$ cat src/rtl/spi_arb_pkg.sv
// Shared constants for the SPI master arbiter: default parameters and FSM encoding.
// States stay plain 2-bit constants so legacy netlists and probes keep their values.
package spi_arb_pkg;

    localparam int unsigned DEF_N              = 16;
    localparam int unsigned DEF_NUM_REQ        = 4;
    localparam int unsigned DEF_GAP_CYCLES     = 2;
    localparam int unsigned DEF_LAUNCH_TIMEOUT = 8;

    typedef logic [1:0] arb_state_t;

    localparam arb_state_t ST_IDLE    = 2'd0;
    localparam arb_state_t ST_WAIT_CS = 2'd1;
    localparam arb_state_t ST_BUSY    = 2'd2;
    localparam arb_state_t ST_GAP     = 2'd3;

    // Index width for a pool of n requesters; never narrower than one bit.
    function automatic int unsigned idx_width(input int unsigned n);
        return (n > 1) ? $clog2(n) : 1;
    endfunction

endpackage

$ cat src/rtl/spi_arbiter_rr_pick.sv
// Combinational round-robin picker: first set req bit at or above ptr, wrapping.
module rr_pick
    import spi_arb_pkg::*;
#(
    parameter int unsigned NUM_REQ = DEF_NUM_REQ,
    parameter int unsigned PTR_W   = idx_width(DEF_NUM_REQ)
) (
    input  logic [NUM_REQ-1:0] req,
    input  logic [PTR_W-1:0]   rr_ptr,
    output logic               valid,
    output logic [PTR_W-1:0]   index
);

    always_comb begin
        int unsigned cand;
        valid = 1'b0;
        index = '0;
        cand  = 0;
        for (int unsigned i = 0; i < NUM_REQ; i++) begin
            cand = int'(rr_ptr) + i;
            if (cand >= NUM_REQ) begin
                cand = cand - NUM_REQ;
            end
            if (!valid && req[cand]) begin
                valid = 1'b1;
                index = cand[PTR_W-1:0];
            end
        end
    end

endmodule

$ cat src/rtl/spi_arbiter.sv
// Round-robin arbiter sharing one SPI master among NUM_REQ requesters.
// Every output is a register; the master's cs line paces the WAIT_CS/BUSY states.
module spi_arbiter
    import spi_arb_pkg::*;
#(
    parameter int unsigned N              = DEF_N,
    parameter int unsigned NUM_REQ        = DEF_NUM_REQ,
    parameter int unsigned GAP_CYCLES     = DEF_GAP_CYCLES,
    parameter int unsigned LAUNCH_TIMEOUT = DEF_LAUNCH_TIMEOUT
) (
    input  logic                 clk,
    input  logic                 rst_n,
    input  logic [NUM_REQ-1:0]   req,
    input  logic [NUM_REQ*N-1:0] req_data,
    output logic [NUM_REQ-1:0]   gnt,
    output logic [NUM_REQ-1:0]   done,
    output logic                 err,
    output logic                 busy,
    output logic                 spi_enable,
    output logic [N-1:0]         spi_data,
    input  logic                 spi_cs
);

    localparam int unsigned PTR_W = idx_width(NUM_REQ);
    localparam int unsigned TMO_W = idx_width(LAUNCH_TIMEOUT + 1);
    localparam int unsigned GAP_W = idx_width(GAP_CYCLES + 1);

    localparam logic [TMO_W-1:0] TMO_LAST = TMO_W'(LAUNCH_TIMEOUT - 1);
    localparam logic [GAP_W-1:0] GAP_LAST = GAP_W'(GAP_CYCLES - 1);
    localparam logic [PTR_W-1:0] PTR_TOP  = PTR_W'(NUM_REQ - 1);

    arb_state_t       state;
    logic [PTR_W-1:0] rr_ptr;
    logic [PTR_W-1:0] owner;
    logic [TMO_W-1:0] tmo_cnt;
    logic [GAP_W-1:0] gap_cnt;

    logic             pick_valid;
    logic [PTR_W-1:0] pick_idx;
    logic [N-1:0]     win_data;

    rr_pick #(
        .NUM_REQ (NUM_REQ),
        .PTR_W   (PTR_W)
    ) u_pick (
        .req    (req),
        .rr_ptr (rr_ptr),
        .valid  (pick_valid),
        .index  (pick_idx)
    );

    always_comb begin
        win_data = '0;
        for (int unsigned i = 0; i < NUM_REQ; i++) begin
            if (pick_idx == i[PTR_W-1:0]) begin
                win_data = req_data[i*N +: N];
            end
        end
    end

    always_ff @(posedge clk) begin
        if (!rst_n) begin
            state      <= ST_IDLE;
            rr_ptr     <= '0;
            owner      <= '0;
            tmo_cnt    <= '0;
            gap_cnt    <= '0;
            gnt        <= '0;
            done       <= '0;
            err        <= 1'b0;
            busy       <= 1'b0;
            spi_enable <= 1'b0;
            spi_data   <= '0;
        end else begin
            gnt  <= '0;
            done <= '0;
            err  <= 1'b0;
            case (state)
                ST_IDLE: begin
                    if (pick_valid) begin
                        spi_data      <= win_data;
                        gnt[pick_idx] <= 1'b1;
                        owner         <= pick_idx;
                        rr_ptr        <= (pick_idx == PTR_TOP) ? '0 : pick_idx + PTR_W'(1);
                        spi_enable    <= 1'b1;
                        tmo_cnt       <= '0;
                        busy          <= 1'b1;
                        state         <= ST_WAIT_CS;
                    end
                end
                ST_WAIT_CS: begin
                    if (!spi_cs) begin
                        spi_enable <= 1'b0;
                        state      <= ST_BUSY;
                    end else if (tmo_cnt == TMO_LAST) begin
                        // Master never launched: report and back off without a done.
                        err        <= 1'b1;
                        spi_enable <= 1'b0;
                        gap_cnt    <= '0;
                        state      <= ST_GAP;
                    end else begin
                        tmo_cnt <= tmo_cnt + TMO_W'(1);
                    end
                end
                ST_BUSY: begin
                    if (spi_cs) begin
                        done[owner] <= 1'b1;
                        gap_cnt     <= '0;
                        state       <= ST_GAP;
                    end
                end
                ST_GAP: begin
                    if (gap_cnt == GAP_LAST) begin
                        busy  <= 1'b0;
                        state <= ST_IDLE;
                    end else begin
                        gap_cnt <= gap_cnt + GAP_W'(1);
                    end
                end
                default: begin
                    busy       <= 1'b0;
                    spi_enable <= 1'b0;
                    state      <= ST_IDLE;
                end
            endcase
        end
    end

endmodule

$ cat config.mk
export PLATFORM = sky130hd
export DESIGN_NAME = spi_arbiter
export DESIGN_NICKNAME = d
export VERILOG_FILES = /design/src/rtl/spi_arb_pkg.sv /design/src/rtl/spi_arbiter_rr_pick.sv /design/src/rtl/spi_arbiter.sv
export SDC_FILE = /design/constraint.sdc
export NUM_CORES = 1
export LEC_CHECK = 0
export ABC_CLOCK_PERIOD_IN_PS = 3000
export CORE_ASPECT_RATIO = 1.75
export CORE_UTILIZATION = 42
export CTS_CLUSTER_SIZE = 8
export DETAILED_ROUTE_END_ITERATION = 7
export PLACE_DENSITY = 0.82
export SLEW_MARGIN = 20
export SYNTH_ARGS = -nofsm -noshare
export SYNTH_HDL_FRONTEND = slang
export SYNTH_SLANG_ARGS = --single-unit
$ cat constraint.sdc
create_clock -name clk -period 3 [get_ports clk]
set_clock_uncertainty 0.05 [all_clocks]
set_input_delay 0.9 -clock clk [delete_from_list [all_inputs] [get_ports clk]]
set_output_delay 0.9 -clock clk [all_outputs]
set_load 0.02 [all_outputs]
Yosys cells after proc, flatten, opt, wreduce, memory -nomap -nowiden

Index checks and enable logic that the tools add are counted.

Bits in registers: 39
Bits of input ports: 71
Output and inout port bits: 27
Word-level logic and storage cells: 122

Add/sub/neg operators: 10
Order comparisons: 12
Equality and inequality tests: 16
Mux-type cells: 51
Reduce and logical (&&, ||, !) cells: 22

Operator list:

| cell                    | count |
|---|---|
| $lt A32 B3 Y1 const B   | 4 |
| $mux W32                | 4 |
| $ge A32 B3 Y1 const B   | 3 |
| $sub A32 B3 Y32 const B | 3 |
| $mux W16                | 4 |
| $mux W2                 | 14 |
| $mux W1                 | 15 |
| $reduce_and A3 Y1       | 5 |
| $ne A2 B2 Y1 const B    | 7 |
| $mux W4                 | 3 |
| $bmux W1 S2             | 4 |
| $eq A2 B2 Y1 const B    | 4 |
| $pmux W2 S4             | 1 |
| $pmux W4 S2             | 1 |
| $reduce_and A4 Y1       | 2 |
| $add A2 B2 Y3 const B   | 2 |
| $eq A2 B1 Y1 const B    | 3 |
| $lt A2 B3 Y1 const B    | 2 |
| $pmux W2 S3             | 1 |
| $logic_and A1 B1 Y1     | 5 |
| $reduce_and A5 Y1       | 1 |
| $add A2 B1 Y2 const B   | 2 |
| $add A4 B1 Y4 const B   | 1 |
| $demux W1 S2            | 2 |
| other kinds (12)        | 18 |

Depth between registers and ports, before layout

Gate-level depths: netlist of run 1.

Depth in word-level cells: 19
Gate-level depth with buffers: 13

Hierarchy

A second synthesis of run 1 with hierarchy kept.

Cells, all modules: 286
Area, all modules: 2297.2 um^2

Modules (own cells, without submodules):

| module      | instances | cells an instance | area an instance (um^2) | seq. area each (um^2) |
|---|---|---|---|---|
| spi_arbiter | 1         | 271               | 2219.6                  | 780.7 |
| rr_pick     | 1         | 15                | 77.6                    | 0.0 |

Least setup slack after synthesis of run 1

Ideal clock, no wire load.

Kind: input to register
From: in req[2]
To: reg spi_data[15]
Arrival time: 2.624 ns
Data required time: 2.831 ns
Slack: 0.206 ns
Stages: 12
Path buffers: 3
Cells stage by stage: mux2i_1 > nor2_1 > or3_1 > inv_1 > ha_1 > buf_2 > nor2b_1 > clkbuf_2 > buf_4 > a221oi_1 > a211o_1 > a21oi_1

Cells in the longest elaborated chain, start to end: 17
Elaborated cells between the ends (all ways): 31

RTL lines:

| what                          | RTL line                  | RTL |
|---|---|---|
| start, declared               | spi_arbiter.sv:13         | `input logic [NUM_REQ-1:0] req,` |
| $bmux W1 S2                   | spi_arbiter_rr_pick.sv:24 | `if (!valid && req[cand]) begin` |
| $mux W1 (not written as such) | spi_arbiter_rr_pick.sv:24 |  |
| $mux W1                       | spi_arbiter_rr_pick.sv:24 |  |
| $logic_not A1 Y1              | spi_arbiter_rr_pick.sv:24 |  |
| $logic_and A1 B1 Y1           | spi_arbiter_rr_pick.sv:24 |  |
| $mux W1                       | spi_arbiter_rr_pick.sv:24 |  |
| $logic_not A1 Y1              | spi_arbiter_rr_pick.sv:24 |  |
| $logic_and A1 B1 Y1           | spi_arbiter_rr_pick.sv:24 |  |
| $mux W1                       | spi_arbiter_rr_pick.sv:24 |  |
| $logic_not A1 Y1              | spi_arbiter_rr_pick.sv:24 |  |
| $logic_and A1 B1 Y1           | spi_arbiter_rr_pick.sv:24 |  |
| $mux W2 *                     | spi_arbiter_rr_pick.sv:24 |  |
| named net pick_idx[0]         | spi_arbiter.sv:39         | `logic [PTR_W-1:0] pick_idx;` |
| $logic_not A2 Y1              | spi_arbiter.sv:55         | `if (pick_idx == i[PTR_W-1:0]) begin` |
| $mux W16 (3 in series)        | spi_arbiter.sv:55         |  |
| $mux W16 *                    | spi_arbiter.sv:55         |  |
| end signal, assigned          | spi_arbiter.sv:81         | `spi_data <= win_data;` |
| end, declared                 | spi_arbiter.sv:20         | `output logic [N-1:0] spi_data,` |

The timed path passes the listed nets; every way through them passes the cells marked *. The select of a mux whose other input is x is not followed.
A chain may end at the register's enable or synchronous reset.

Worst setup path after layout of run 1

From: in req[1]
To: reg spi_data[5]

Cells in the longest elaborated chain, start to end: 17
Elaborated cells between the ends (all ways): 31

RTL lines:

| what                          | RTL line |
|---|---|
| $bmux W1 S2                   | spi_arbiter_rr_pick.sv:24 |
| $mux W1 (not written as such) | spi_arbiter_rr_pick.sv:24 |
| $mux W1                       | spi_arbiter_rr_pick.sv:24 |
| $logic_not A1 Y1              | spi_arbiter_rr_pick.sv:24 |
| $logic_and A1 B1 Y1           | spi_arbiter_rr_pick.sv:24 |
| $mux W1                       | spi_arbiter_rr_pick.sv:24 |
| $logic_not A1 Y1              | spi_arbiter_rr_pick.sv:24 |
| $logic_and A1 B1 Y1           | spi_arbiter_rr_pick.sv:24 |
| $mux W1                       | spi_arbiter_rr_pick.sv:24 |
| $logic_not A1 Y1              | spi_arbiter_rr_pick.sv:24 |
| $logic_and A1 B1 Y1           | spi_arbiter_rr_pick.sv:24 |
| $mux W2                       | spi_arbiter_rr_pick.sv:24 |
| $logic_not A2 Y1              | spi_arbiter.sv:55 |
| $mux W16 (4 in series)        | spi_arbiter.sv:55 |

Parallel ways exist; a longest one is shown, timed or not. The select of a mux whose other input is x is not followed.

==> results.json, run 1 <==
{
  "cts-htree-levels": 2,
  "fin_setup_tns_ns": 0,
  "yosysWarnings": 0,
  "root_buffer": "clkbuf_8",
  "antenna_cells": 0,
  "p_comb_frac": 0.584,
  "fin_crit_ns": 2.81,
  "routed_wl_um": 6360,
  "post_dp_cell_area_mm2": 0.00327,
  "layout-drive-gt1-share": 0.0784,
  "final_common_cell": "clkdlybuf4s50_1",
  "avgViaCountPerCell": 5.62,
  "switchingPower_w": 0.00119,
  "coreArea_mm2": 0.00498,
  "final_cell_mix": "95 x clkdlybuf4s50_1, 40 x a21oi_1, 39 x dfxtp_1, 24 x inv_1, 18 x o21ai_0",
  "fin_area_mm2": 0.00338,
  "fin_crit_sh": 0.936,
  "wl_met2_um": 3460,
  "synth_edf_count": 0,
  "switching_share": 0.402,
  "cts.sink_count": 39,
  "dr_wl_met3_um": 279,
  "rr_worst_depth": 9,
  "cp-start-kind": "input port",
  "area_delta_synth_final_pct": 55.5,
  "grt_pass1_wl_um": 10500,
  "cts_buffer_depth": 2,
  "post-cts-setup-buffer-count": 0,
  "reg2reg_to": "spi_data[13]",
  "grt.total_usage": 0.240,
  "synth_top_area_share": 0.359,
  "cp_data_arrival_time_ns": 2.98,
  "synthesis.area_mm2": 0.00218,
  "pwr-share-clk": 0.148,
  "drt_pass1_iterations": 4,
  "drv_cap": 0,
  "timing.hold.ws_ns": 0.427,
  "die_height_um": 97.2,
  "syn_inst": 260,
  "start_util": 0.437,
  "p_int_w": 0.00177,
  "m1WireLength_um": 2440,
  "vias": 2309,
  "drt_iter0_drc": 91,
  "crit_path_frequent_cell": "a21oi_1",
  "grt_pass1_vias": 2362,
  "synth.distinct_cells": 48,
  "hold_path_depth": 1,
  "rows": 34,
  "r2r_slack_ns": 0.70,
  "finalMaxSlewViolations": 0,
  "post-synth-top-area-cell": "dfxtp_1",
  "wire_per_inst_um": 15.5,
  "cts_tree": "built",
  "synthFlopType": "dfxtp_1",
  "finalHoldViolCount": 0,
  "ys_seq_elements": 39,
  "status": "finished clean",
  "hold_class": "reg2reg",
  "r2r_start": "rr_ptr[1]",
  "ant_nets": 0,
  "drc": 0,
  "syn_nets": 341,
  "dieArea_mm2": 0.00548,
  "min_from": "owner[1]",
  "vdd_drop_max_mv": 0.721,
  "crit_path_max_fanout": 16,
  "p_leak_nw": 1.37,
  "rsz0062_at_grt": "false",
  "nets": 437,
  "pwr-share-seq": 0.268,
  "path_cells": "clkdlybuf4s50_1 -> a21oi_1 -> o21a_1 -> o22ai_1 -> buf_4 -> ha_1 -> nor2b_1 -> buf_12 -> a221oi_1 -> a211o_1 -> a21oi_1",
  "antenna_found_initial": 0,
  "synthArstFlopShare": 0,
  "overflow": 0,
  "numCtsBuffers": 5,
  "fp.dieW_um": 56.4,
  "min_to": "done[1]",
  "ioPinCount": 98,
  "clk_pin_slew_ns": 0.08,
  "syn_avg_cell_area_um2": 8.37,
  "netlist_top_cells_area": "dfxtp_1 36%, a21oi_1 9.2%, a221oi_1 6.8%",
  "max_stage_delay_ns": 0.47,
  "port_buffers": 97,
  "dr.max_layer_used": "met4",
  "detailedPlacementHpwl_um": 4610,
  "maxSlewHeadroom": 0.688,
  "place.gp.congestion": 0.779,
  "setup_viol": 0,
  "power_density_mw_per_mm2": 875,
  "grt_max_degree": 35,
  "required_ns": 3.18,
  "ys_seq_area_frac": 0.359,
  "crit_slowest_cell": "clkdlybuf4s50_1",
  "clk_latency_ns": 0.29,
  "cp-end-kind": "flop",
  "max_freq_mhz": 356,
  "crit_type": "in2reg",
  "tightestPinTransition_ns": 0.466
}
-- cells in the mapped netlist (2+ instances only) --
cell,n
a21oi_1,40
mux2i_1,4
nand2_1,8
clkbuf_1,14
clkbuf_2,3
o21ai_0,18
nand3b_1,3
dfxtp_1,39
and3_1,4
nor2_1,7
nand4_1,2
nand3_1,8
inv_1,24
a221oi_1,17
nor2b_1,4
buf_6,2
nor3_1,4
buf_2,2
nand2b_1,4
a211o_1,16
ha_1,10
-- worst max path at each step --
stage                      start           end  slack, ns
after floorplan           req[2]  spi_data[15]       0.21
after global placement    req[2]   spi_data[3]      -0.20
after detailed placement  req[2]  spi_data[15]      -0.30
after CTS                 req[2]  spi_data[15]       0.02
after global routing      req[1]   spi_data[9]       0.08
final                     req[1]   spi_data[5]       0.19
-- flip-flops by register name, indices dropped and copies added, names as in the netlist --
signal	count
busy	1
tmo_cnt	4
spi_enable	1
gnt	4
owner	2
rr_ptr	2
done	4
gap_cnt	2
spi_data	16
err	1
state	2
-- worst max-delay path: cells and delay by family --
| family | cells | cell delay, ns |
|---|---|---|
| adder cells (fa/ha/maj) | 1 | 0.20 |
| buffers and inverters | 3 | 0.81 |
| AND/OR/NAND/NOR | 1 | 0.20 |
| AO/OA/AOI/OAI | 6 | 0.87 |
-- cell type report --
| cell class | instances | area, um2 |
|---|---|---|
| fillers | 428 | 1590 |
| multi-input cells | 173 | 1190 |
| repair buffers | 112 | 1140 |
| clock buffers | 5 | 68.8 |
| well taps | 54 | 67.6 |
| clock inverters | 3 | 43.8 |
| inverters | 25 | 93.8 |
| flip-flops and latches | 39 | 781 |
-- stage by stage --
| stage | total power [W] | util | cells | setup slack [ns] |
|---|---|---|---|---|
| finish | 0.00296 | 0.680 | 411 | 0.193 |
| global route | 0.00318 | 0.680 | 411 | 0.0761 |
| detailed placement | 0.00254 | 0.656 | 403 | -0.301 |
| global placement | 0.00249 | 0.656 | 403 | -0.200 |
| floorplan | 0.00189 | - | 260 | 0.206 |
| CTS | 0.00299 | 0.679 | 411 | 0.0191 |
-- power by group through the flow --
stage / registers, W / logic [W] / clock network [W]
2_1_floorplan: 0.000927 / 0.000967 / 0
3_3_place_gp: 0.000798 / 0.00169 / 0
3_5_place_dp: 0.000800 / 0.00174 / 0
4_1_cts: 0.000792 / 0.00174 / 0.000451
5_1_grt: 0.000813 / 0.00189 / 0.000470
6_report: 0.000793 / 0.00173 / 0.000438
-- kinds of logic after synthesis --
| kind of cell | after synthesis | share of synthesized area |
|---|---|---|
| adder cells (fa/ha/maj) | 10 | 0.0575 |
| XOR/XNOR | 1 | 0.00403 |
| AND/OR/NAND/NOR | 52 | 0.133 |
| AO/OA/AOI/OAI | 106 | 0.334 |
| buffers and inverters | 48 | 0.0943 |
| multiplexers | 4 | 0.0184 |
| flip-flops | 39 | 0.359 |
-- per-layer routing --
metal  up-vias  GRT usage
met5         -          0
met1      1078      0.234
met4         0      0.111
met2        68      0.464
li1       1149          -
met3        14     0.0479
-- repair_timing --
item                                    in CTS  in global routing
resized for setup                            0                  2
hold buffers                                 0                  0
endpoints found under the setup margin       0                 16
(Power assumes the default switching activity.)
==> inputs of run 2 (changes only) <==
Settings changed: SKIP_CTS_REPAIR_TIMING from default to 1.
==> results of run 2 <==
Final layout, timing and power as in run 1 (identical DEF).
==> inputs of run 3 (changes only) <==
Settings changed: GPL_TIMING_DRIVEN from default to 0.
==> run 3 against run 2 <==
- register-to-register slack worse by 0.25 ns
- sequential cell count stayed put
- global-route usage is 0.49 points higher
- total power is 0.95% higher
- maximum frequency is 1.5% lower
- clock power is 3% higher
==> results.json, run 3 (synthesis gave the netlist of run 1 again) <==
{
  "status": "finished clean",
  "grt_pass1_wl_um": 10700,
  "place.gp.congestion": 0.809,
  "min_to": "gap_cnt[1]",
  "worst_slack_ns": 0.151,
  "grt_pass1_vias": 2369,
  "grt.total_usage": 0.245,
  "antenna_cells": 0,
  "p_comb_frac": 0.588,
  "vdd_drop_max_mv": 0.754,
  "hold_class": "reg2reg",
  "cts-htree-levels": 2,
  "grt_max_degree": 13,
  "dieArea_mm2": 0.00548,
  "crit_path_max_fanout": 10,
  "min_from": "gap_cnt[1]",
  "cts_buffer_depth": 2,
  "avgViaCountPerCell": 5.72,
  "timing.hold.ws_ns": 0.421,
  "drt_iter0_drc": 63,
  "setup_viol": 0,
  "nets": 443,
  "p_int_w": 0.00176,
  "power.total_w": 0.00299,
  "dp_slack_ns": -0.777,
  "die_height_um": 97.2,
  "coreArea_mm2": 0.00498,
  "finalMaxSlewViolations": 0,
  "registers.top_by_ff_count": "spi_data",
  "antenna_found_initial": 0,
  "detailedPlacementHpwl_um": 4990,
  "reg2reg_to": "spi_data[8]",
  "hold_path_depth": 2,
  "dp_cells": 410,
  "drc": 0,
  "routed_wl_um": 6640,
  "required_ns": 3.18,
  "rows": 34,
  "numCtsBuffers": 5,
  "cts.sink_count": 39,
  "r2r_slack_ns": 0.45,
  "final_cell_mix": "92 x clkdlybuf4s50_1, 40 x a21oi_1, 39 x dfxtp_1, 24 x inv_1, 18 x o21ai_0",
  "max_freq_mhz": 351,
  "cp_data_arrival_time_ns": 3.02,
  "fin_crit_ns": 2.85,
  "utilization": 0.677,
  "fp.dieW_um": 56.4,
  "critPathLaunch": "req[0]",
  "clk_latency_ns": 0.29,
  "start_util": 0.437,
  "largest_register_ff_count": 16,
  "overflow": 0,
  "pwr-share-seq": 0.261,
  "pwr-share-clk": 0.151,
  "power_density_mw_per_mm2": 887,
  "finalHoldViolCount": 0,
  "switching_share": 0.411,
  "p_leak_nw": 1.37,
  "cts_tree": "built",
  "cp-end-kind": "flop",
  "tightestPinTransition_ns": 0.709,
  "port_buffers": 96,
  "clk_pin_slew_ns": 0.07,
  "final_common_cell": "clkdlybuf4s50_1",
  "drv_cap": 0,
  "root_buffer": "clkbuf_8",
  "wire_per_inst_um": 15.9,
  "drt_pass1_iterations": 4,
  "ant_nets": 0,
  "switchingPower_w": 0.00123,
  "fin_cells": 417,
  "ioPinCount": 98,
  "area_delta_synth_final_pct": 54.9,
  "rr_worst_depth": 11,
  "maxSlewHeadroom": 0.526,
  "fin_crit_sh": 0.950,
  "vias": 2384,
  "layout-drive-gt1-share": 0.0854,
  "cp-start-kind": "input port",
  "r2r_start": "rr_ptr[1]",
  "crit_type": "in2reg"
}
run 3: metal layers:
layer  vias to the layer above  share of wire  track usage
met3                        17          0.049       0.0439
met2                        85           0.54        0.478
met5                         -              0            0
li1                       1161              -            -
met4                         0          0.027       0.0994
met1                      1121           0.38        0.244
run 3: metrics by stage:
step / TNS [ns] / instance area [um2]
floorplan: 0 / 2180
global placement: -10.94 / 3200
detailed placement: -11.78 / 3200
CTS: -5.98 / 3320
global route: -0.00267 / 3370
finish: 0 / 3370
run 3: final cells by class:
class	instances	area (um2)
sequential	39	781
clock inverter	2	35.0
clock buffer	6	82.6
multi-input combinational	173	1230
timing repair buffer	96	963
buffer	22	113
inverter	25	93.8
tap	54	67.6
fill	410	1610
run 3: worst max-delay path by stage:
stage                         endpoint
after floorplan           spi_data[15]
final                      spi_data[8]
after global routing      spi_data[15]
after global placement     spi_data[8]
after detailed placement   spi_data[7]
after CTS                  spi_data[7]
run 3: worst max-delay path: stages:
cell            delay, ns
dlymetal6s2s_1       0.21
mux2i_1              0.16
nor2_1               0.05
or3_4                0.41
inv_1                0.11
ha_1                 0.15
clkbuf_4             0.20
buf_2                0.28
a221oi_1             0.14
a211o_1              0.30
a21oi_1              0.12
run 3: power groups by stage:
stage               Combinational (W)  Sequential, W  Clock (W)
global route                  0.00192       0.000800   0.000479
finish                        0.00176       0.000780   0.000452
CTS                           0.00171       0.000781   0.000461
global placement              0.00166       0.000785          0
detailed placement            0.00170       0.000790          0
floorplan                    0.000967       0.000927          0
